### config.mk
export PLATFORM = sky130hd
export DESIGN_NAME = ap_stream_ctrl_flat
export DESIGN_NICKNAME = d
export VERILOG_FILES = /design/src/rtl/ap_pkg.sv /design/src/rtl/ap_stream_ctrl_if.sv /design/src/rtl/AP_detector.sv /design/src/rtl/ap_stream_ctrl.sv /design/src/flat_wrapper.sv
export SDC_FILE = /design/constraint.sdc
export NUM_CORES = 1
export LEC_CHECK = 0
export ABC_AREA = 1
export BUFFER_PORTS_ARGS = -buffer_cell sky130_fd_sc_hd__buf_2
export CAP_MARGIN = 40
export CORE_MARGIN = 2
export CORE_UTILIZATION = 56
export CTS_BUF_LIST = sky130_fd_sc_hd__clkbuf_16
export CTS_CLUSTER_SIZE = 20
export DETAILED_ROUTE_END_ITERATION = 10
export PLACE_DENSITY = 0.78
export SLEW_MARGIN = 10
export SYNTH_ARGS = -nofsm -noshare
export SYNTH_HDL_FRONTEND = slang
export SYNTH_SLANG_ARGS = --single-unit
### constraint.sdc
create_clock -name clk -period 4.2 [get_ports clk]
set_input_delay 0.21 -clock clk [delete_from_list [all_inputs] [get_ports clk]]
set_output_delay 0.21 -clock clk [all_outputs]
set_load 0.02 [all_outputs]
### src/rtl/ap_pkg.sv
`default_nettype none
// +----------------------------------------------------------------------+
// | ap_pkg : shared types and sizes for the AP window checker            |
// | Rev 1.0                                                              |
// +----------------------------------------------------------------------+
package ap_pkg;

  localparam int AP_N  = 7;
  localparam int AP_DW = 8;

  typedef logic [AP_DW-1:0] ap_elem_t;
  typedef ap_elem_t ap_win_t [AP_N];

  typedef enum logic [0:0] {
    FILL   = 1'b0,
    RESULT = 1'b1
  } ap_state_e;

endpackage
`default_nettype wire

### src/rtl/ap_stream_ctrl_if.sv
`default_nettype none
// +----------------------------------------------------------------------+
// | ap_stream_ctrl_if : sample-in and verdict-out handshake bundle       |
// | Rev 1.0                                                              |
// +----------------------------------------------------------------------+
interface ap_stream_ctrl_if;

  logic             s_valid;
  logic             s_ready;
  ap_pkg::ap_elem_t s_data;
  logic             s_last;
  logic             m_valid;
  logic             m_ready;
  logic             m_is_ap;
  ap_pkg::ap_elem_t m_diff;

  // master: sample producer and verdict consumer
  modport master (
    output s_valid, s_data, s_last, m_ready,
    input  s_ready, m_valid, m_is_ap, m_diff
  );

  // slave: the stream controller
  modport slave (
    input  s_valid, s_data, s_last, m_ready,
    output s_ready, m_valid, m_is_ap, m_diff
  );

endinterface
`default_nettype wire

### src/rtl/AP_detector.sv
`default_nettype none
// +----------------------------------------------------------------------+
// | AP_detector : combinational mod-256 arithmetic-progression check    |
// | Rev 1.0                                                              |
// +----------------------------------------------------------------------+
module AP_detector
  import ap_pkg::*;
(
  input  ap_elem_t A,
  input  ap_elem_t B,
  input  ap_elem_t C,
  input  ap_elem_t D,
  input  ap_elem_t E,
  input  ap_elem_t F,
  input  ap_elem_t G,
  output logic     is_AP
);

  ap_elem_t step;

  always_comb begin
    step  = B - A;
    // 8-bit operands keep every term wrapped mod 256
    is_AP = (C == ap_elem_t'(A + 8'd2 * step)) &&
            (D == ap_elem_t'(A + 8'd3 * step)) &&
            (E == ap_elem_t'(A + 8'd4 * step)) &&
            (F == ap_elem_t'(A + 8'd5 * step)) &&
            (G == ap_elem_t'(A + 8'd6 * step));
  end

endmodule
`default_nettype wire

### src/rtl/ap_stream_ctrl.sv
`default_nettype none
// +----------------------------------------------------------------------+
// | ap_stream_ctrl : assembles 7-sample windows, returns AP verdicts     |
// | Optional: AP_SLIDING_EN selects a sliding instead of tiled window    |
// | Rev 1.0                                                              |
// +----------------------------------------------------------------------+
module ap_stream_ctrl
  import ap_pkg::*;
#(
  parameter int CNT_W = 16
) (
  input  wire              clk,
  input  wire              rst,
  ap_stream_ctrl_if.slave  bus,
  input  wire              cnt_clr,
  output logic [CNT_W-1:0] ap_count
);

`ifdef AP_SLIDING_EN
  localparam bit SLIDING_EN = 1'b1;
`else
  localparam bit SLIDING_EN = 1'b0;
`endif

  localparam logic [2:0] FILL_LAST = 3'(AP_N - 1);
  localparam logic [2:0] FILL_FULL = 3'(AP_N);

  ap_state_e        state_q, state_d;
  ap_win_t          win_q, win_d, cand;
  logic [2:0]       fill_q, fill_d;
  logic             is_ap_q, is_ap_d;
  ap_elem_t         diff_q, diff_d;
  logic [CNT_W-1:0] cnt_q, cnt_d;

  logic m_valid_w, s_ready_w;
  logic s_hs, m_hs, shift, win_done, det_ap;

  // ---------------- FSM: state register ----------------
  always_ff @(posedge clk) begin
    if (rst) state_q <= FILL;
    else     state_q <= state_d;
  end

  // ---------------- FSM: next state ----------------
  always_comb begin
    state_d = state_q;
    case (state_q)
      FILL:    if (win_done) state_d = RESULT;
      RESULT:  if (win_done)  state_d = RESULT;
               else if (m_hs) state_d = FILL;
      default: state_d = FILL;
    endcase
  end

  // ---------------- FSM: outputs ----------------
  always_comb begin
    m_valid_w = (state_q == RESULT);
    s_ready_w = !m_valid_w || bus.m_ready;
  end

  assign s_hs     = bus.s_valid && s_ready_w;
  assign m_hs     = m_valid_w && bus.m_ready;
  assign shift    = SLIDING_EN && (fill_q == FILL_FULL);
  assign win_done = s_hs && ((fill_q == FILL_LAST) || shift);

  // Candidate window: the in-flight sample always lands in position G
  always_comb begin
    for (int k = 0; k < AP_N - 1; k++) begin
      cand[k] = shift ? win_q[k+1] : win_q[k];
    end
    cand[AP_N-1] = bus.s_data;
  end

  AP_detector u_det (
    .A     (cand[0]),
    .B     (cand[1]),
    .C     (cand[2]),
    .D     (cand[3]),
    .E     (cand[4]),
    .F     (cand[5]),
    .G     (cand[6]),
    .is_AP (det_ap)
  );

  always_comb begin
    win_d   = win_q;
    fill_d  = fill_q;
    is_ap_d = is_ap_q;
    diff_d  = diff_q;
    if (s_hs) begin
      if (shift) win_d = cand;
      else       win_d[fill_q] = bus.s_data;
      if (win_done) begin
        fill_d  = SLIDING_EN ? FILL_FULL : 3'd0;
        is_ap_d = det_ap;
        diff_d  = cand[1] - cand[0];
      end else begin
        fill_d  = fill_q + 3'd1;
      end
      // frame end drops any partial window and restarts the fill
      if (bus.s_last) fill_d = 3'd0;
    end
  end

  always_comb begin
    cnt_d = cnt_q;
    if (cnt_clr)                          cnt_d = '0;
    else if (m_hs && is_ap_q && !(&cnt_q)) cnt_d = cnt_q + 1'b1;
  end

  always_ff @(posedge clk) begin
    if (rst) begin
      for (int k = 0; k < AP_N; k++) win_q[k] <= '0;
      fill_q  <= 3'd0;
      is_ap_q <= 1'b0;
      diff_q  <= '0;
      cnt_q   <= '0;
    end else begin
      win_q   <= win_d;
      fill_q  <= fill_d;
      is_ap_q <= is_ap_d;
      diff_q  <= diff_d;
      cnt_q   <= cnt_d;
    end
  end

  assign bus.s_ready = s_ready_w;
  assign bus.m_valid = m_valid_w;
  assign bus.m_is_ap = is_ap_q;
  assign bus.m_diff  = diff_q;
  assign ap_count    = cnt_q;

endmodule
`default_nettype wire

### src/flat_wrapper.sv
// flat-port wrapper written by rule: the top's interface ports become plain ports
module ap_stream_ctrl_flat import ap_pkg::*;
#(
  parameter int CNT_W = 16
)
  (clk, rst, cnt_clr, ap_count, bus_s_valid, bus_s_data, bus_s_last, bus_m_ready, bus_s_ready, bus_m_valid, bus_m_is_ap, bus_m_diff);
  ap_stream_ctrl_if bus_i ();
  input  wire clk;
  input  wire rst;
  input  wire cnt_clr;
  output logic [CNT_W-1:0] ap_count;
  input wire logic [$bits(bus_i.s_valid)-1:0] bus_s_valid;
  input wire logic [$bits(bus_i.s_data)-1:0] bus_s_data;
  input wire logic [$bits(bus_i.s_last)-1:0] bus_s_last;
  input wire logic [$bits(bus_i.m_ready)-1:0] bus_m_ready;
  output wire logic [$bits(bus_i.s_ready)-1:0] bus_s_ready;
  output wire logic [$bits(bus_i.m_valid)-1:0] bus_m_valid;
  output wire logic [$bits(bus_i.m_is_ap)-1:0] bus_m_is_ap;
  output wire logic [$bits(bus_i.m_diff)-1:0] bus_m_diff;
  assign bus_i.s_valid = bus_s_valid;
  assign bus_i.s_data = bus_s_data;
  assign bus_i.s_last = bus_s_last;
  assign bus_i.m_ready = bus_m_ready;
  assign bus_s_ready = bus_i.s_ready;
  assign bus_m_valid = bus_i.m_valid;
  assign bus_m_is_ap = bus_i.m_is_ap;
  assign bus_m_diff = bus_i.m_diff;
  ap_stream_ctrl #(.CNT_W(CNT_W)) u_core (.clk(clk), .rst(rst), .bus(bus_i), .cnt_clr(cnt_clr), .ap_count(ap_count));
endmodule
==> impl_metrics.csv, run 1 <==
group,metric,value,unit
run_status,outcome,"finished clean",
worst_hold_path,hp-class,"in -> reg",
synthesis,postSynthRegisterBits,77,
timing,max_slew_violation_total_from_the_final_report,0,
clock_tree,clock_latency,0.35,ns
power_and_ir_drop,irDropWorstVdd,0.000383,V
placement,place.port_buffers,40,
routing,via_density,5.38,
floorplanning,fp.coreArea,10100,um^2
setup_path,ff2ff_setup_slack,0.24,ns
synthesis,ys_types,36,
power_and_ir_drop,finalPower,3730,uW
routing,dr_total_vias,5469,
layout,post-route-cell-area,6660,um^2
timing,finalClockSkew,0.00969,ns
floorplanning,die_width,105,um
timing,worst_slew_pin_slew,0.920,ns
routing,post-route-drc-count,0,
clock_tree,path_clk_slew,0.07,ns
timing,slew_headroom,38.4,%
setup_path,timing.critical_path.to_type,"flop",
timing,timing.final.crit_period,3.96,ns
clock_tree,tritoncts_num_sinks,77,
synthesis,ys.warnings.count,0,
timing,setup-tns-final,0,ns
global_routing,grt_max_degree,38,
timing,max_freq,253,MHz
power_and_ir_drop,power.share.sequential,20.5,%
layout,layout-area-overhead-vs-synth,15.7,%
setup_path,path_cells,"ha_4 > inv_2 > fa_2 > inv_2 > fa_1 > inv_1 > ha_2 > fa_1 > inv_1 > nand2_1 > nand2_1 > nor2_1 > nand2_1 > nor2_1 > nand2_1 > nor2_1 > nand3_1 > nor2_1 > nand4_1 > nor3_2 > nand3_1 > a21oi_1",
timing,finalHoldViolations,0,
placement,dp_hpwl,11400,um
floorplanning,floorplan.die.height,105,um
synthesis,syn-cell-area,5750,um^2
power_and_ir_drop,internal-power,2150,uW
layout,antenna_diode_count,0,
synthesis,synthesis.instances,815,
setup_path,startpoint_type,"flop",
power_and_ir_drop,net-switching-power,1570,uW
routing,total_length_of_routed_met2_wires,7090,um
routing,antenna_violating_nets_post_route,0,
routing,postRouteWirelength,14900,um
clock_tree,cts_root_buffer,"sky130_fd_sc_hd__clkbuf_16",
setup_path,worst-endpoint-arrival,4.24,ns
routing,dr.first_iter.drc_count,352,
setup_path,critical-path-slowest-cell,"sky130_fd_sc_hd__fa_2",
synthesis,synthArstFlopShare,0,%
floorplanning,io-pin-count,41,
routing,wl_cell,14.7,um
routing,drt-met1-wl,6830,um
clock_tree,cts_buffer_depth,2,
power_and_ir_drop,pwr_density_cell,560,nW/um^2
clock_tree,cts.htree.levels,3,
synthesis,ys_seq_area_share,26.8,%
power_and_ir_drop,sw_frac_of_total,42.2,%
power_and_ir_drop,clkPwrFrac,21.6,%
setup_path,cp_data_required_time,4.48,ns
synthesis,yosysTopAreaCell,"sky130_fd_sc_hd__dfxtp_1",
layout,fill_cells,878,
routing,wl_met3,645,um
flow_run,cap_viol_max_count,0,
layout,drive_gt1_share,13.4,%
layout,multi_input_comb_area,3780,um^2
routing,dr.pass1.iters,5,
synthesis,syn_avg_cell_area,7.06,um^2
global_routing,grt_overflow_total,0,
placement,gpl.final_weighted_congestion,0.986,
synthesis,synthesis.nets,895,
placement,placedInstanceArea,6190,um^2
routing,top_layer,"met4",
floorplanning,row_count,37,
synthesis,synth_flop_cell,"sky130_fd_sc_hd__dfxtp_1",
floorplanning,start_util,56.8,%
power_and_ir_drop,p_leak,0.00336,uW
clock_tree,cts_buffers,9,
global_routing,via_count_of_the_first_global_routing_pass,5208,
global_routing,groute.usage.overall,27.5,%
global_routing,wire_length_of_the_first_global_routing_pass,24500,um
layout,layout.nets,955,
setup_path,worst-path-max-fanout,6,
global_routing,grt_antenna_before_repair,0,
synthesis,edff_count_synth,0,
timing,min_period_over_period,94.2,%
clock_tree,cts_tree,"built",
synthesis,netlist.area_leader.share,26.8,%
synthesis,synth_top_cells_by_area,"sky130_fd_sc_hd__dfxtp_1 27%, sky130_fd_sc_hd__nand2_1 12%, sky130_fd_sc_hd__ha_1 11%",
power_and_ir_drop,p_comb_share,57.8,%
layout,regArea,1550,um^2
synthesis,synth.most_common_cell,"sky130_fd_sc_hd__nand2_1",
floorplanning,fp.dieArea,11100,um^2
timing,report.final.setup_viol,0,
setup_path,path_class,"reg -> reg",
synthesis,ys_top_cells_by_count,"186 x sky130_fd_sc_hd__nand2_1, 126 x sky130_fd_sc_hd__inv_1, 77 x sky130_fd_sc_hd__a21oi_1, 77 x sky130_fd_sc_hd__dfxtp_1, 65 x sky130_fd_sc_hd__o21ai_0",
setup_path,cpPeakStageDelay,0.58,ns
[path summary, 6_finish.rpt]
kind	cells after the start	to	from
min	2	u_core.bus.m_is_ap	rst
max reg2reg	22	u_core.bus.m_is_ap	u_core.cand[48]
min reg2reg	2	u_core.cand[31]	u_core.cand[31]
max	22	u_core.bus.m_is_ap	u_core.cand[48]
[power by group through the flow]
stage / combinational [uW] / clock (uW) / sequential [uW]
4_1_cts: 2050 / 808 / 764
3_5_place_dp: 2020 / 0 / 780
5_1_grt: 2440 / 836 / 767
2_1_floorplan: 1600 / 0 / 781
6_report: 2160 / 806 / 765
3_3_place_gp: 1970 / 0 / 780
[metrics by stage]
step | setup WS [ns] | hold slack, ns | utilization [%] | cells
2_1_floorplan | 0.295 | 0.279 | - | 815
3_5_place_dp | 0.137 | 0.417 | 61.0 | 992
6_report | 0.244 | 0.0636 | 65.7 | 1016
4_1_cts | 0.0427 | 0.0579 | 64.0 | 1008
5_1_grt | -0.00345 | 0.0613 | 65.7 | 1016
3_3_place_gp | 0.126 | 0.418 | 60.8 | 989
[state kept, by name, indices dropped and copies added (netlist names)]
name / flops
u_core.bus.m_diff: 8
u_core.ap_count: 16
u_core.bus.m_valid: 1
u_core.cand: 48
u_core.bus.m_is_ap: 1
u_core.fill_q: 3
[routing by layer]
layer,vias up,global-route usage [%]
li1,2763,-
met1,2552,35.1
met2,128,46.5
met3,26,5.19
met4,0,9.71
met5,-,0
[final cells by class]
type	instances	area share, %
inverters	127	7.16
clock buffers	9	3.38
clock inverters	7	1.11
flip-flops and latches	77	23.3
repair buffers	64	5.77
multi-input cells	596	56.7
well taps	136	2.56
[cells by family (layout without fill, tap and decap cells)]
kind of cell / Yosys count / after routing / synth area share [%]
adder cells (fa/ha/maj): 66 / 66 / 16.3
XOR/XNOR: 39 / 39 / 8.00
AND/OR/NAND/NOR: 334 / 334 / 25.3
AO/OA/AOI/OAI: 157 / 157 / 14.4
flip-flops: 77 / 77 / 26.8
buffers and inverters: 142 / 207 / 9.26
[timing repair]
| action | 4_1_cts | 5_1_grt |
|---|---|---|
| hold buffers | 0 | 0 |
| buffers inserted | 0 | 8 |
| endpoints found under the hold margin | 0 | 0 |
| endpoints found under the setup margin | 0 | 1 |
| resized for setup | 0 | 24 |
[cells in the final DEF (no fill, tap or decap), types with 13 or more instances in the layout]
| cell | instances |
|---|---|
| sky130_fd_sc_hd__inv_1 | 123 |
| sky130_fd_sc_hd__o21ai_0 | 65 |
| sky130_fd_sc_hd__buf_4 | 23 |
| sky130_fd_sc_hd__a21oi_1 | 77 |
| sky130_fd_sc_hd__buf_2 | 40 |
| sky130_fd_sc_hd__nor2_1 | 61 |
| sky130_fd_sc_hd__dfxtp_1 | 74 |
| sky130_fd_sc_hd__xnor2_1 | 13 |
| sky130_fd_sc_hd__xor2_1 | 15 |
| sky130_fd_sc_hd__fa_1 | 14 |
| sky130_fd_sc_hd__ha_1 | 45 |
| sky130_fd_sc_hd__nand3_1 | 42 |
| sky130_fd_sc_hd__nand2_1 | 186 |
[worst max-delay path, delay by kind of cell (launching register included)]
kind | cells | cell delay, ns
AO/OA/AOI/OAI | 1 | 0.12
adder cells (fa/ha/maj) | 5 | 1.91
buffers and inverters | 4 | 0.18
flip-flops | 1 | 0.38
AND/OR/NAND/NOR | 12 | 1.29
No activity file was read; power rests on OpenSTA's default activity.
==> run 2: changes to the inputs <==
--- a/config.mk
+++ b/config.mk
@@ -8,12 +8,13 @@
 export ABC_AREA = 1
 export BUFFER_PORTS_ARGS = -buffer_cell sky130_fd_sc_hd__buf_2
 export CAP_MARGIN = 40
+export CELL_PAD_IN_SITES_DETAIL_PLACEMENT = 1
+export CELL_PAD_IN_SITES_GLOBAL_PLACEMENT = 2
 export CORE_MARGIN = 2
-export CORE_UTILIZATION = 56
+export CORE_UTILIZATION = 32
 export CTS_BUF_LIST = sky130_fd_sc_hd__clkbuf_16
-export CTS_CLUSTER_SIZE = 20
 export DETAILED_ROUTE_END_ITERATION = 10
-export PLACE_DENSITY = 0.78
+export PLACE_DENSITY_LB_ADDON = 0.1
 export SLEW_MARGIN = 10
 export SYNTH_ARGS = -nofsm -noshare
 export SYNTH_HDL_FRONTEND = slang
==> run 2 against run 1 <==
Sequential power about the same. Sequential share of layout area is 0.95 points lower. Final area up 3.9%. Global-route usage down 8.1 points. Non-clock buffer count up 4. Critical path type unchanged. Largest power group unchanged. Highest routed layer unchanged.
==> impl_metrics.csv, run 2 (synthesis gave the netlist of run 1 again) <==
group,metric,value,unit
placement,gpl.final_weighted_congestion,0.806,
layout,most-common-layout-cells,"186 x sky130_fd_sc_hd__nand2_1, 120 x sky130_fd_sc_hd__inv_1, 76 x sky130_fd_sc_hd__a21oi_1",
timing,timing.hold.ws,0.0736,ns
power_and_ir_drop,sw_frac_of_total,42.5,%
global_routing,grt_antenna_before_repair,0,
worst_hold_path,hp-class,"in -> reg",
power_and_ir_drop,clkPwrFrac,21.9,%
timing,finalHoldViolations,0,
global_routing,groute.usage.overall,19.5,%
timing,report.final.setup_viol,0,
routing,dr.first_iter.drc_count,208,
setup_path,cp_data_required_time,4.49,ns
power_and_ir_drop,pwr_density_cell,577,nW/um^2
timing,rsz_0062_raised_after_global_routing,"yes",
floorplanning,die_width,138,um
clock_tree,cts_buffer_depth,2,
run_status,outcome,"finished clean",
layout,drive_gt1_share,15.2,%
floorplanning,fp.coreArea,17800,um^2
global_routing,gr-max-usage-layer,"met2",
clock_tree,tritoncts_num_sinks,77,
timing,slew_headroom,52.6,%
power_and_ir_drop,p_leak,0.00339,uW
setup_path,critical-path-slowest-cell,"sky130_fd_sc_hd__fa_1",
power_and_ir_drop,irDropWorstVdd,0.000252,V
routing,wl_cell,16.5,um
routing,postRouteWirelength,18400,um
setup_path,worstRegToRegCells,19,
clock_tree,cts.htree.levels,3,
routing,via_density,4.93,
clock_tree,cts_root_buffer,"sky130_fd_sc_hd__clkbuf_16",
setup_path,worst-path-max-fanout,4,
clock_tree,clock_latency,0.36,ns
setup_path,cpPeakStageDelay,0.46,ns
setup_path,path_class,"reg -> reg",
setup_path,timing.critical_path.mode_cell,"sky130_fd_sc_hd__nand3_1",
power_and_ir_drop,internal-power,2290,uW
floorplanning,fp.dieArea,19100,um^2
floorplanning,io-pin-count,41,
timing,timing.final.crit_period,3.98,ns
global_routing,global_route.usage.met2,33.7,%
global_routing,global_route.usage.met3,2.18,%
timing,worst_slew_pin_slew,0.709,ns
setup_path,timing.critical_path.to_type,"flop",
routing,dr.pass1.iters,4,
clock_tree,post_cts_hold_buffer_count,0,
power_and_ir_drop,p_comb_share,58.9,%
routing,post-route-drc-count,0,
clock_tree,cts_buffers,9,
routing,antenna_violating_nets_post_route,0,
setup_path,ff2ff_setup_slack,0.22,ns
clock_tree,cts_tree,"built",
global_routing,grt_max_degree,59,
power_and_ir_drop,finalPower,3990,uW
floorplanning,start_util,32.4,%
timing,min_period_over_period,94.8,%
layout,layout-area-overhead-vs-synth,20.3,%
global_routing,grtUsageMet1,25.8,%
global_routing,via_count_of_the_first_global_routing_pass,5687,
timing,max_slew_violation_total_from_the_final_report,0,
setup_path,startpoint_type,"flop",
floorplanning,floorplan.die.height,138,um
layout,layout.nets,959,
global_routing,grt_overflow_total,0,
placement,place.port_buffers,40,
worst_hold_path,timing.hold.worst_path_depth,2,
setup_path,worst-endpoint-arrival,4.27,ns
layout,largest_reg_flops,48,
global_routing,wire_length_of_the_first_global_routing_pass,29700,um
placement,dp_hpwl,14600,um
floorplanning,row_count,49,
flow_run,cap_viol_max_count,0,
power_and_ir_drop,net-switching-power,1700,uW
timing,max_freq,251,MHz
setup_path,path_cells,"inv_2 > ha_4 > inv_2 > fa_2 > nand3_1 > nand3_4 > xor2_2 > ha_1 > fa_1 > ha_1 > nand3_1 > nand3_1 > a21oi_1 > o21bai_1 > xor2_1 > nand3_1 > nand2_1 > nand3_1 > a21oi_2",
power_and_ir_drop,power.share.sequential,19.2,%
routing,dr_total_vias,5485,
layout,layout.cells.most_common,"sky130_fd_sc_hd__nand2_1",
clock_tree,path_clk_slew,0.07,ns
timing,finalClockSkew,0.0105,ns
layout,antenna_diode_count,0,
[run 2: changes by cell type in the layout (fill, tap and decap cells not counted), moves of 2 or more]
cell,delta
sky130_fd_sc_hd__ha_1,-5
sky130_fd_sc_hd__ha_4,+3
sky130_fd_sc_hd__inv_1,-3
sky130_fd_sc_hd__inv_2,+3
sky130_fd_sc_hd__buf_4,+2
sky130_fd_sc_hd__dfxtp_2,+2
sky130_fd_sc_hd__dfxtp_4,-2
sky130_fd_sc_hd__ha_2,+2
sky130_fd_sc_hd__inv_6,-2
[run 2: layer usage]
layer	share of wire, %	vias up	routed length, um
met1	49	2645	8970
met4	1.5	0	280
li1	-	2775	-
met2	48	48	8830
met3	1.7	17	322
met5	0	-	0
[run 2: final cells by class]
type	instances	area (um^2)
multi-input cells	596	3860
flip-flops and latches	77	1550
clock inverters	7	100
clock buffers	9	225
fillers	2233	10900
repair buffers	68	430
well taps	229	287
inverters	127	477
[run 2: path summary, 6_finish.rpt]
kind	from	endpoint
setup / recovery	u_core.cand[40]	u_core.bus.m_is_ap
hold / removal	rst	u_core.bus.m_is_ap
setup reg to reg	u_core.cand[40]	u_core.bus.m_is_ap
hold reg to reg	u_core.cand[31]	u_core.cand[31]
[run 2: power groups by stage]
| stage | Clock, uW | Sequential, uW | Combinational, uW |
|---|---|---|---|
| 2_1_floorplan | 0 | 781 | 1600 |
| 3_3_place_gp | 0 | 779 | 2110 |
| 3_5_place_dp | 0 | 780 | 2160 |
| 4_1_cts | 896 | 763 | 2170 |
| 5_1_grt | 929 | 767 | 2670 |
| 6_report | 874 | 765 | 2350 |
[run 2: per-stage QoR]
stage / utilization (%) / area, um^2 / instances / setup TNS (ns) / worst slack, ns
floorplan: - / 5750 / 815 / 0 / 0.295
global placement: 35.5 / 6320 / 1087 / 0 / 0.0878
detailed placement: 35.7 / 6350 / 1090 / 0 / 0.0283
CTS: 37.5 / 6670 / 1106 / 0 / 0.00337
global route: 38.9 / 6920 / 1113 / -0.0139 / -0.0139
finish: 38.9 / 6920 / 1113 / 0 / 0.217
[run 2: critical path: cells and delay by family, from the launching register on]
kind,cells,cell delay (ns)
flops,1,0.32
simple gates,7,0.84
xor+xnor,2,0.43
compound gates,3,0.51
fa+ha+maj,5,1.72
buf+inv,2,0.10
[run 2: what timing repair did]
item                                    CTS  global route
setup buffers                             0             7
hold endpoints to repair                  0             0
gates resized for setup                   0            38
endpoints found under the setup margin    0             1
